[src/rtl/ycc_pixel_seq.sv]
// ycc_pixel_seq: multi-cycle YCbCr-to-RGB custom instruction sharing one
// multiply/accumulate/clamp datapath across the R, G and B channels.
module ycc_pixel_seq #(
    parameter logic [7:0] ALPHA     = 8'h00,
    parameter int         FRAC_BITS = 16
) (
    input  logic        clk,
    input  logic        reset_n,
    input  logic        clk_en,
    input  logic        start,
    input  logic [31:0] dataa,
    input  logic [31:0] datab,
    output logic [31:0] result,
    output logic        done,
    output logic        busy
);
    typedef enum logic [2:0] {IDLE, S_R, S_GA, S_GB, S_B, S_OUT} state_t;

    state_t             state_q, state_d;
    logic [7:0]         y_q, y_d, r_q, r_d, g_q, g_d, ch;
    logic signed [8:0]  cb_q, cb_d, cr_q, cr_d, opnd;
    logic               fmt_q, fmt_d;
    logic signed [31:0] acc_q, acc_d, rnd, sum;
    logic signed [17:0] coef;
    logic signed [26:0] prod;
    logic [31:0]        result_q, result_d;
    logic               unused;

    assign unused = ^{dataa[31:24], datab[31:1]};

    function automatic logic [7:0] clamp8(input logic signed [31:0] s);
        return s < 0 ? 8'd0 : (s > 255 ? 8'd255 : s[7:0]);
    endfunction

    always_comb begin
        coef = state_q == S_R  ? 18'sd91881 :
               state_q == S_GA ? 18'sd22554 :
               state_q == S_GB ? 18'sd46802 : 18'sd116130;
        opnd = (state_q == S_R || state_q == S_GB) ? cr_q : cb_q;
        prod = 27'(coef) * 27'(opnd);
        // only the second half of G accumulates; every other step starts fresh
        acc_d = (state_q == S_GB ? acc_q : 32'sd0) + 32'(prod);
        rnd = (acc_d + (32'sd1 <<< (FRAC_BITS - 1))) >>> FRAC_BITS;
        sum = state_q == S_GB ? $signed({24'd0, y_q}) - rnd : $signed({24'd0, y_q}) + rnd;
        ch = clamp8(sum);
        state_d = state_q;
        y_d = y_q;
        cb_d = cb_q;
        cr_d = cr_q;
        fmt_d = fmt_q;
        r_d = r_q;
        g_d = g_q;
        result_d = result_q;
        case (state_q)
            IDLE: if (start) begin
                state_d = S_R;
                y_d = dataa[23:16];
                cb_d = $signed({1'b0, dataa[15:8]}) - 9'sd128;
                cr_d = $signed({1'b0, dataa[7:0]}) - 9'sd128;
                fmt_d = datab[0];
            end
            S_R: begin
                r_d = ch;
                state_d = S_GA;
            end
            S_GA: state_d = S_GB;
            S_GB: begin
                g_d = ch;
                state_d = S_B;
            end
            S_B: begin
                result_d = fmt_q ? {16'h0000, r_q[7:3], g_q[7:2], ch[7:3]} : {ALPHA, r_q, g_q, ch};
                state_d = S_OUT;
            end
            default: state_d = IDLE;
        endcase
    end

    always_ff @(posedge clk or negedge reset_n) begin
        if (!reset_n) begin
            state_q <= IDLE;
            y_q <= '0;
            cb_q <= '0;
            cr_q <= '0;
            fmt_q <= 1'b0;
            r_q <= '0;
            g_q <= '0;
            acc_q <= '0;
            result_q <= '0;
        end else if (clk_en) begin
            state_q <= state_d;
            y_q <= y_d;
            cb_q <= cb_d;
            cr_q <= cr_d;
            fmt_q <= fmt_d;
            r_q <= r_d;
            g_q <= g_d;
            acc_q <= acc_d;
            result_q <= result_d;
        end
    end

    assign result = result_q;
    assign done = state_q == S_OUT;
    assign busy = state_q != IDLE;
endmodule
[config.mk]
export PLATFORM = sky130hd
export DESIGN_NAME = ycc_pixel_seq
export DESIGN_NICKNAME = d
export VERILOG_FILES = /design/src/rtl/ycc_pixel_seq.sv
export SDC_FILE = /design/constraint.sdc
export NUM_CORES = 1
export LEC_CHECK = 0
export BUFFER_PORTS_ARGS = -buffer_cell sky130_fd_sc_hd__buf_2
export CAP_MARGIN = 5
export CORE_MARGIN = 2
export CORE_UTILIZATION = 55
export DETAILED_ROUTE_END_ITERATION = 10
export PLACE_DENSITY = 0.74
export SETUP_SLACK_MARGIN = 0.02
export SLEW_MARGIN = 10
export SYNTH_ARGS = -nofsm -noshare
export SYNTH_HDL_FRONTEND = slang
export SYNTH_SLANG_ARGS = --single-unit
[constraint.sdc]
create_clock -name clk -period 27.4 [get_ports clk]
set_clock_uncertainty 0.2 [all_clocks]
set_input_delay 5.48 -clock clk [delete_from_list [all_inputs] [get_ports clk]]
set_output_delay 5.48 -clock clk [all_outputs]
set_load 0.05 [all_outputs]
# Yosys cells after proc, flatten, opt, wreduce, memory -nomap -nowiden
# Index checks and enable logic that the tools add are counted.
# Widths: inputs -> output; s select.
totals:
  output_inout_bits: 34
  reg_bits: 110
  word_cells: 43
op_classes:
  n_mux: 11
  n_eq_ne: 6
  n_mul: 1
  reduce_logical: 8
  order_cmp: 2
  add_sub_neg: 6
ops:
  columns: ["cell", "count"]
  rows:
  - ["$mux 32", 2]
  - ["$mux 17", 3]
  - ["$add 32x17->32 const B", 1]
  - ["$add 32x27->32", 1]
  - ["$gt 32x9->1 const B", 1]
  - ["$lt 32x1->1 const B", 1]
  - ["$mul 18x9->27", 1]
  - ["$mux 24", 1]
  - ["$sub 8x8->9 const B", 2]
  - ["$add 9x16->17", 1]
  - ["$sub 9x16->17", 1]
  - ["$mux 8", 2]
  - ["$pmux 3 s5", 1]
  - ["$mux 9", 1]
  - ["$reduce_and 2->1", 4]
  - ["$eq 3x2->1 const B", 2]
  - ["$eq 3x3->1 const B", 2]
  - ["$eq 3x1->1 const B", 1]
  - ["$logic_not 3->1", 1]
  - ["$mux 3", 1]
  - ["$reduce_and 3->1", 1]
  - ["$reduce_bool 3->1", 1]
  - ["$ne 2x2->1 const B", 1]
  - ["$logic_or 1x1->1", 1]

# Longest topological paths before layout
# Gate-level depths: netlist (run 1).
logic_depth:
  depth_word: 13
  ltp_mapped: 47
  ltp_nobuf: 45

# Worst setup path after synthesis (run 1)
# OpenSTA, ideal clock, no wires.
synth_path:
  kind: "register to register"
  from: "register state_q[2]"
  to: "register result_q[1], in the netlist result[1]"
  period_less_slack_ps: 10296
  setup_slack_ps: 17104
  arrival_ps: 9946
  path_stages_with_launch: 45
  required_ps: 27050
  cell_sequence: "dfrtp_1 nor2b_1 clkbuf_1 nand2_1 nand2_1 clkinv_1 nor2_1 inv_1 nor2_1 fa_1 fa_1 fa_1 fa_1 inv_1 fa_1 inv_1 ha_1 clkbuf_1 [... 9 more ...] inv_1 ha_1 nor2b_1 o21ai_0 nand2b_1 and2_1 o21ai_0 a21oi_1 o21ai_0 a21boi_0 or2_2 a211oi_1 o22ai_1 a2111oi_0 o21ai_1 nor2_4 buf_4 a311oi_2"
synth_between:
  elab_chain_cells: 13
  word_cells_on_any_way: 22
  cone_classes: "4 x add/sub; 1 x mul; 2 x order compare; 4 x eq/ne; 9 x mux; 2 x reduce/logical"
synth_lines:
  columns: ["item", "line_no", "text"]
  rows:
  - ["start, declared", "19", "state_t state_q, state_d;"]
  - ["start signal, assigned", "91", "state_q <= state_d;"]
  - ["$eq 3x2->1", "38, 39, 42", null]
  - ["$mux 17", "38", "state_q == S_GB ? 18'sd46802 : 18'sd116130;"]
  - ["$mux 17", "37", "state_q == S_GA ? 18'sd22554 :"]
  - ["$mux 17", "36", "coef = state_q == S_R ? 18'sd91881 :"]
  - ["$mul 18x9->27", "40", "prod = 27'(coef) * 27'(opnd);"]
  - ["$add 32x27->32 *", "42", "acc_d = (state_q == S_GB ? acc_q : 32'sd0) + 32'(prod);"]
  - ["via acc_d[16]", "23", "logic signed [31:0] acc_q, acc_d, rnd, sum;"]
  - ["$add 32x17->32 *", "43", "rnd = (acc_d + (32'sd1 <<< (FRAC_BITS - 1))) >>> FRAC_BITS;"]
  - ["$add 9x16->17 / $sub 9x16->17 (equally long branches)", "44", "sum = state_q == S_GB ? $signed({24'd0, y_q}) - rnd : $signed({24'd0, y_q}) + rnd;"]
  - ["$mux 32 *", "44", null]
  - ["$gt 32x9->1", "32", "return s < 0 ? 8'd0 : (s > 255 ? 8'd255 : s[7:0]);"]
  - ["$mux 8", "32", null]
  - ["$mux 8 *", "32", null]
  - ["$mux 24 *", "72", "result_d = fmt_q ? {16'h0000, r_q[7:3], g_q[7:2], ch[7:3]} : {ALPHA, r_q, g_q, ch};"]
  - ["end signal, assigned", "99", "result_q <= result_d;"]
  - ["end, declared", "26", "logic [31:0] result_q, result_d;"]
# The timed path passes the listed nets; every way through them passes the cells marked *.
# A chain may end at the register's enable or synchronous reset.

# Final worst setup path (run 1)
layout_path:
  from: "register state_q[0]"
  to: "register result_q[3], in the netlist result[3]"
# Same word-level chain as after synthesis.

==> impl_metrics.tcl, run 1 <==
set metrics [dict create \
    cts_tree "built" \
    end_kind "flip-flop" \
    drv_cap 0 \
    fin_crit_ns 13.27 \
    dpl.cell_count 1727 \
    crit_slowest_cell "fa_1" \
    vias 10261 \
    cpLargestDelayFamily "simple AND/OR/NAND/NOR gates" \
    boundaryPins 102 \
    synth_edf_count 0 \
    status "finished, final reports clean" \
    worst_r2r_path_depth 42 \
    dieArea_um2 24110 \
    grt_first_pass_wirelength_mm 51.72 \
    fillers 1963 \
    cts_root_buf "clkbuf_16" \
    synthArstFlopShare 1.000 \
    h-tree-depth 3 \
    cts_made_buffers 9 \
    die_w_um 155.3 \
    place_congestion 0.9548 \
    synth_cells 1433 \
    drc_errors 0 \
    r2r-end "result[3]$_DFFE_PN0P_" \
    nets 1742 \
    hold_end "result[21]$_DFFE_PN0P_" \
    critical_path_arrival_ns 13.27 \
    mostFrequentLayoutCells "inv_1, nand2_1, fa_1" \
    diodes 0 \
    antenna_found_initial 0 \
    drive_gt1_frac 0.1276 \
    worstSetupPathType "reg2reg" \
    rsz0062_at_grt "no" \
    crit_path_start_kind "flip-flop" \
    seqCellArea_um2 2502 \
    post_synth_num_cell_types 99 \
    crit_top_cell "fa_1" \
    min-delay-start "result[21]$_DFFE_PN0P_" \
    postCtsHoldBufs 0 \
    fin_setup_tns_ns 0 \
    fmax_mhz 75.37 \
    layout_commonest_cell "inv_1" \
    core_area_um2 22570 \
    grt_overflow_total 0 \
    fin_crit_sh 0.4842 \
    synth-seq-cells 100 \
    grt_usage 0.2705 \
    setup_viol 0 \
    die_h_um 155.3 \
    holdCritPathClass "reg2reg" \
    postRouteAntennaNets 0 \
    worst_skew_pair.late_latency_ns 0.37 \
    wirelength_mm 31.66 \
    viasPerCell 5.887 \
    initial_utilization 0.5576 \
    num_rows 55 \
    grt_pass1_vias 9770 \
    ys.flop_type "dfrtp_1" \
    dr.pass1.iters 6 \
    cts_setup_buffers 0 \
    synth_area_um2 12590 \
    yosysWarningCount 0 \
    clk_pin_slew_worst_paths_ns 0.08 \
    slew_headroom 0.2654 \
    reg2reg_from "state_q[0]$_DFFE_PN0P_" \
    instances_no_fill 1743 \
    clockBufferDepth 2 \
    area_growth_pct 6.034 \
    cts_resized 0 \
    tightest_slew_ns 1.100 \
    syn_avg_cell_area_um2 8.784 \
    port-buffer-count 54 \
    path_max_fanout 49 \
    hold_viol 0 \
    dp_hpwl_mm 24.82 \
    drt_iter0_markers 898 \
    crit_required_ns 27.40 \
    multi_input_area_um2 9035 \
    wl_per_cell_um 18.17 \
    drv_slew 0 \
    holdPathStages 2 \
    cts_num_sinks 100 \
    yosysSeqAreaShare 0.1988 \
    rrSetupSlack_ns 14.13 \
    max_stage_delay_ns 0.57 \
    path_buf_inv 6 \
    grt_max_degree 78 \
]
==> per-layer routing <==
metal  GRT usage  vias to the layer above  wire length [um]
li1            -                     4853                 -
met1      0.4009                     4982             14910
met2      0.4205                      379             14110
met3     0.04150                       47              2087
met4     0.06073                        0               556
met5           0                        -                 0
==> per-stage QoR <==
stage / hold slack, ns / utilization / setup WS (ns) / instance area [um^2]
after floorplan: 0.2497 / - / 17.10 / 12630
after global placement: 0.2447 / 0.5773 / 14.39 / 13030
after detailed placement: 0.2509 / 0.5773 / 14.21 / 13030
after CTS: 0.2679 / 0.5913 / 14.16 / 13350
after global routing: 0.2855 / 0.5913 / 13.11 / 13350
final: 0.2636 / 0.5913 / 14.13 / 13350
==> worst max path at each step <==
stage	from	to	slack, ns	cells past startpoint
floorplan	state_q[2]$_DFFE_PN0P_	result[1]$_DFFE_PN0P_	17.10	44
global placement	state_q[0]$_DFFE_PN0P_	result[1]$_DFFE_PN0P_	14.39	42
detailed placement	state_q[0]$_DFFE_PN0P_	result[0]$_DFFE_PN0P_	14.21	42
CTS	state_q[0]$_DFFE_PN0P_	result[1]$_DFFE_PN0P_	14.16	42
global route	state_q[0]$_DFFE_PN0P_	result[1]$_DFFE_PN0P_	13.11	42
finish	state_q[0]$_DFFE_PN0P_	result[3]$_DFFE_PN0P_	14.13	42
==> worst reg2reg max path, delay by kind of cell (launching register included) <==
kind | cells | cell delay, ns
and+or+nand+nor | 16 | 4.62
adders and majority gates | 8 | 3.86
AOI/OAI and AO/OA | 11 | 2.58
buffers and inverters | 6 | 1.28
DFF | 1 | 0.32
xor gates and xnor gates | 1 | 0.26
==> logic make-up (layout without fill, tap and decap cells) <==
logic type / Yosys count / after routing / share of synthesized area
AND/OR/NAND/NOR: 461 / 461 / 0.1855
buffers and inverters: 277 / 291 / 0.08747
AO/OA/AOI/OAI: 261 / 261 / 0.1476
XOR/XNOR: 47 / 47 / 0.03270
multiplexers: 64 / 64 / 0.05606
adder cells (fa/ha/maj): 221 / 221 / 0.2913
flip-flops: 100 / 100 / 0.1988
other: 2 / 13 / 0.0005966
==> final cells by class <==
type,instances,area share
Clock buffer,9,0.01687
Clock inverter,7,0.006844
Inverter,212,0.05962
Multi-Input combinational cell,1067,0.6769
Sequential cell,100,0.1875
Tap cell,285,0.02672
Timing Repair Buffer,63,0.02550
==> synthesized netlist by cell type (11+ instances only) <==
library cell / n / share of area
inv_1: 211 / 0.063
nand2_1: 140 / 0.042
fa_1: 120 / 0.19
nor2_1: 111 / 0.033
ha_1: 101 / 0.10
dfrtp_1: 100 / 0.20
a21oi_1: 72 / 0.029
mux2_2: 51 / 0.046
o21ai_0: 45 / 0.018
clkbuf_1: 43 / 0.013
and3_1: 38 / 0.019
xnor2_1: 34 / 0.024
nor3_1: 25 / 0.0099
nand3_1: 23 / 0.0091
and2_1: 22 / 0.011
o211ai_1: 14 / 0.0083
nand4_1: 13 / 0.0065
xor2_1: 13 / 0.0090
mux2i_1: 12 / 0.0095
nor4_1: 11 / 0.0055
o21ai_1: 11 / 0.0044
or3_1: 11 / 0.0055
==> state kept, by name, summed over array words and instances (netlist names) <==
name and cells:
y_q 8, g_q 8, cb_q 8, result 24, fmt_q 1, cr_q 8, r_q 8, acc_q 32
state_q 3
Power of run 1 is left out: the tool's default activity adds up to more than one toggle a clock period on the data nets, which glitch-free logic cannot reach.
==> run 2: changes to the inputs <==
Settings changed: ABC_AREA set to 1, PLACE_DENSITY 0.74 to 0.77.
Clock period 27.4 ns to 11.85 ns, I/O delays scaled along.
==> impl_metrics.tcl, run 2 <==
set metrics [dict create \
    viasPerCell 5.196 \
    antenna_found_initial 0 \
    ys.flop_type "dfrtp_1" \
    hold_viol 0 \
    dp_hpwl_mm 25.80 \
    setup_viol 0 \
    fin_setup_tns_ns 0 \
    crit_slowest_cell "a21oi_1" \
    mostFrequentLayoutCells "nand2_1, inv_1, nor2_1" \
    port-buffer-count 54 \
    tightest_slew_ns 1.156 \
    rrSetupSlack_ns 0.91 \
    cts_root_buf "clkbuf_16" \
    drt_iter0_markers 747 \
    worstSetupPathType "reg2reg" \
    grt_first_pass_wirelength_mm 52.81 \
    wl_per_cell_um 15.27 \
    grt_overflow_total 0 \
    worst_r2r_path_depth 48 \
    initial_utilization 0.5592 \
    postRouteAntennaNets 0 \
    slew_headroom 0.2286 \
    rsz0062_at_grt "no" \
    drv_slew 0 \
    synth.top_cell.area_share 0.1983 \
    die_h_um 155.5 \
    synth.top_cells.by_area "dfrtp_1, fa_1, nand2_1" \
    cts_tree "built" \
    min-delay-start "result[5]$_DFFE_PN0P_" \
    syn_avg_cell_area_um2 7.225 \
    synth_edf_count 0 \
    num_rows 55 \
    post_synth_num_cell_types 47 \
    dieArea_um2 24180 \
    wirelength_mm 31.81 \
    end_kind "flip-flop" \
    clockBufferDepth 2 \
    synth_area_um2 12620 \
    layout_commonest_cell "nand2_1" \
    drive_gt1_frac 0.1135 \
    largest_reg_flops 32 \
    cts_num_sinks 100 \
    hold_end "result[5]$_DFFE_PN0P_" \
    synth_area_leader_cell "dfrtp_1" \
    reg2reg_from "state_q[2]$_DFFE_PN0P_" \
    fmax_mhz 91.42 \
    drc_errors 0 \
    h-tree-depth 3 \
    grt_max_degree 54 \
    yosysWarningCount 0 \
    nets 2082 \
    yosysMostFrequentCell "nand2_1" \
    vias 10823 \
    status "finished, final reports clean" \
    yosysSeqAreaShare 0.1983 \
    diodes 0 \
    top_register "acc_q" \
    drv_cap 0 \
    crit_required_ns 11.96 \
    area_growth_pct 7.028 \
    path_max_fanout 18 \
    cts_setup_buffers 0 \
    boundaryPins 102 \
    ys_top_cells_by_count "nand2_1, inv_1, nor2_1" \
    crit_top_cell "nand2_1" \
    fin_crit_sh 0.9231 \
    clk_pin_slew_worst_paths_ns 0.08 \
    timing.final.ws_setup_ns 0.9118 \
    core_area_um2 22570 \
    dp_slack_ns 0.6756 \
    dr.pass1.iters 6 \
    synthArstFlopShare 1.000 \
    grt_usage 0.2756 \
    critical_path_arrival_ns 11.05 \
    crit_path_start_kind "flip-flop" \
    holdCritPathClass "reg2reg" \
    cts_made_buffers 9 \
    synth-seq-cells 100 \
    place_congestion 0.9645 \
    r2r-end "result[6]$_DFFE_PN0P_" \
    fin_util 0.5985 \
    die_w_um 155.5 \
    max_stage_delay_ns 0.61 \
    fin_crit_ns 10.94 \
    postCtsHoldBufs 0 \
    worst_skew_pair.late_latency_ns 0.37 \
    grt_pass1_vias 10795 \
    synth_cells 1747 \
    holdPathStages 2 \
]
-- run 2: cell type report --
| type | instances | area, um^2 |
|---|---|---|
| fillers | 2071 | 9062 |
| multi-input cells | 1235 | 8552 |
| flip-flops and latches | 100 | 2502 |
| inverters | 384 | 1441 |
| well taps | 285 | 356.6 |
| repair buffers | 63 | 340.3 |
| clock buffers | 9 | 225.2 |
| clock inverters | 7 | 91.34 |
-- run 2: worst max-delay path: cells and delay by family (launching register included) --
family	cells	cell delay, ns
fa+ha+maj	9	3.95
simple gates	21	3.02
compound gates	8	2.26
buf+inv	10	0.97
flops	1	0.45
-- run 2: cell families (layout without fill, tap and decap cells) --
kind of cell / after synthesis / count (layout) / synth area share
other: 2 / 13 / 0.0005950
DFF: 100 / 100 / 0.1983
AOI/OAI and AO/OA: 132 / 132 / 0.05819
buffers and inverters: 423 / 463 / 0.1289
xor gates and xnor gates: 26 / 26 / 0.01804
and+or+nand+nor: 828 / 828 / 0.2922
adders and majority gates: 221 / 221 / 0.2904
muxes: 15 / 15 / 0.01338
-- run 2: what timing repair did --
| item | CTS | global route |
|---|---|---|
| setup endpoints to repair | 0 | 24 |
| endpoints found under the hold margin | 0 | 0 |
| resized for setup | 0 | 4 |
-- run 2: worst max path at each step --
stage	start	to	slack, ns	cells after the start
detailed placement	state_q[2]$_DFFE_PN0P_	result[6]$_DFFE_PN0P_	0.68	47
global route	state_q[2]$_DFFE_PN0P_	result[7]$_DFFE_PN0P_	0.18	51
CTS	state_q[2]$_DFFE_PN0P_	result[6]$_DFFE_PN0P_	0.62	47
global placement	state_q[2]$_DFFE_PN0P_	result[6]$_DFFE_PN0P_	0.87	45
finish	state_q[2]$_DFFE_PN0P_	result[6]$_DFFE_PN0P_	0.91	48
floorplan	state_q[2]$_DFFE_PN0P_	result[5]$_DFFE_PN0P_	2.44	54
-- run 2: metal layers --
metal,vias to the layer above,track usage,wire [um]
met1,5136,0.3752,14480
met2,274,0.4646,14980
met4,0,0.07645,719
met3,39,0.03565,1621
met5,-,0,0
li1,5374,-,-
-- run 2: per-stage QoR --
step | hold slack (ns) | std cells | area [um^2]
global placement | 0.2582 | 2067 | 13180
CTS | 0.2823 | 2083 | 13500
floorplan | 0.2530 | 1758 | 12660
global route | 0.3008 | 2083 | 13510
detailed placement | 0.2603 | 2067 | 13180
finish | 0.2829 | 2083 | 13510
Power of run 2 is left out for the same reason.
==> run 3: changes to the inputs <==
Settings changed: ABC_AREA 1 to 0.
==> impl_metrics.tcl, run 3 (synthesis gave the netlist of run 1 again) <==
set metrics [dict create \
    nets 1754 \
    grt_usage 0.2792 \
    fin_crit_ns 11.12 \
    use_met1 0.3949 \
    hold_viol 0 \
    drv_cap 0 \
    postRouteAntennaNets 0 \
    clockBufferDepth 2 \
    drc_errors 0 \
    dieArea_um2 24110 \
    fin_util 0.5977 \
    core_area_um2 22570 \
    diodes 0 \
    wirelength_mm 32.27 \
    slew_headroom 0.2607 \
    crit_slowest_cell "fa_1" \
    place_congestion 0.9441 \
    drv_slew 0 \
    initial_utilization 0.5576 \
    vias 10262 \
    max_stage_delay_ns 0.56 \
    dr.pass1.iters 8 \
    status "finished, final reports clean" \
    clk_pin_slew_worst_paths_ns 0.08 \
    rrSetupSlack_ns 0.73 \
    top_usage_layer "met2" \
    end_kind "flip-flop" \
    grt_max_degree 75 \
    die_h_um 155.3 \
    fmax_mhz 89.91 \
    drt_iter0_markers 773 \
    top_register "acc_q" \
    grt_overflow_total 0 \
    largest_reg_flops 32 \
    drive_gt1_frac 0.1401 \
    fin_crit_sh 0.9386 \
    dp_hpwl_mm 25.45 \
    crit_path_start_kind "flip-flop" \
    h-tree-depth 3 \
    viasPerCell 5.847 \
    worst_skew_pair.late_latency_ns 0.37 \
    critical_path_arrival_ns 11.11 \
    cts_num_sinks 100 \
    layout_commonest_cell "inv_1" \
    boundaryPins 102 \
    reg2reg_from "state_q[2]$_DFFE_PN0P_" \
    wl_per_cell_um 18.39 \
    holdCritPathClass "reg2reg" \
    fillers 1965 \
    gr-usage-met3 0.05042 \
    min-delay-start "result[21]$_DFFE_PN0P_" \
    use_met2 0.4470 \
    multi_input_area_um2 9072 \
    hold_end "result[21]$_DFFE_PN0P_" \
    postCtsHoldBufs 0 \
    r2r-end "result[3]$_DFFE_PN0P_" \
    fin_setup_tns_ns 0 \
    cts_root_buf "clkbuf_16" \
    path_max_fanout 16 \
    cts_made_buffers 9 \
    worst_r2r_path_depth 43 \
    worstSetupPathType "reg2reg" \
    grt_pass1_vias 10199 \
    cts_tree "built" \
    tightest_slew_ns 1.107 \
    crit_required_ns 11.84 \
    antenna_found_initial 0 \
    grt_first_pass_wirelength_mm 53.17 \
    die_w_um 155.3 \
    num_rows 55 \
    mostFrequentLayoutCells "inv_1, nand2_1, fa_1" \
    port-buffer-count 54 \
    seqCellArea_um2 2505 \
    holdPathStages 2 \
    setup_viol 0 \
    area_growth_pct 7.187 \
]
## run 3: cell types whose count changed in the layout (fill, tap and decap cells not counted), sizes merged, moves of 16 or more
cell | previous run | this run
nand2 | 498 | 140
o211ai | 3 | 19
nand3 | 88 | 25
xnor2 | 12 | 34
nor3 | 9 | 27
mux2 | 15 | 52
a21oi | 40 | 73
nor2 | 193 | 115
and2 | 3 | 24
inv | 381 | 213
and3 | 1 | 39
## run 3: worst max-delay path by stage
stage	from	to	slack, ns	cells past startpoint
3_5_place_dp	state_q[2]$_DFFE_PN0P_	result[0]$_DFFE_PN0P_	0.38	42
6_report	state_q[2]$_DFFE_PN0P_	result[3]$_DFFE_PN0P_	0.73	43
5_1_grt	state_q[2]$_DFFE_PN0P_	result[0]$_DFFE_PN0P_	-0.0003	43
2_1_floorplan	state_q[2]$_DFFE_PN0P_	result[1]$_DFFE_PN0P_	1.55	44
4_1_cts	state_q[2]$_DFFE_PN0P_	result[3]$_DFFE_PN0P_	0.25	42
3_3_place_gp	state_q[2]$_DFFE_PN0P_	result[1]$_DFFE_PN0P_	0.53	42
## run 3: critical path, delay by kind of cell (launching register included)
kind | cells | cell delay [ns]
adder cells (fa/ha/maj) | 8 | 3.53
AND/OR/NAND/NOR | 16 | 3.03
buffers and inverters | 7 | 0.83
AO/OA/AOI/OAI | 11 | 2.55
XOR/XNOR | 1 | 0.29
flip-flops | 1 | 0.50
## run 3: metrics by stage
| step | instance area, um^2 | setup slack (ns) | cells | hold slack [ns] |
|---|---|---|---|---|
| floorplan | 12630 | 1.554 | 1444 | 0.2497 |
| global placement | 13110 | 0.5258 | 1738 | 0.2457 |
| detailed placement | 13110 | 0.3808 | 1738 | 0.2510 |
| CTS | 13430 | 0.2526 | 1754 | 0.2681 |
| global route | 13490 | -0.0002851 | 1755 | 0.2971 |
| finish | 13490 | 0.7272 | 1755 | 0.2674 |
## run 3: repair_timing
action / 4_1_cts / 5_1_grt
endpoints found under the hold margin: 0 / 0
setup endpoints to repair: 0 / 24
buffers inserted: 0 / 1
gates resized for setup: 0 / 11
## run 3: final cells by class
class / instances / share of cell area
well taps: 285 / 0.02643
flip-flops and latches: 100 / 0.1857
multi-input cells: 1067 / 0.6724
repair buffers: 75 / 0.03283
clock buffers: 9 / 0.01669
inverters: 212 / 0.05898
clock inverters: 7 / 0.006955
## run 3: metal layers
layer,wire (um),share of wire
met1,14800,0.46
met2,14790,0.46
met3,2106,0.065
met4,571,0.018
met5,0,0
Power of run 3 is left out for the same reason.
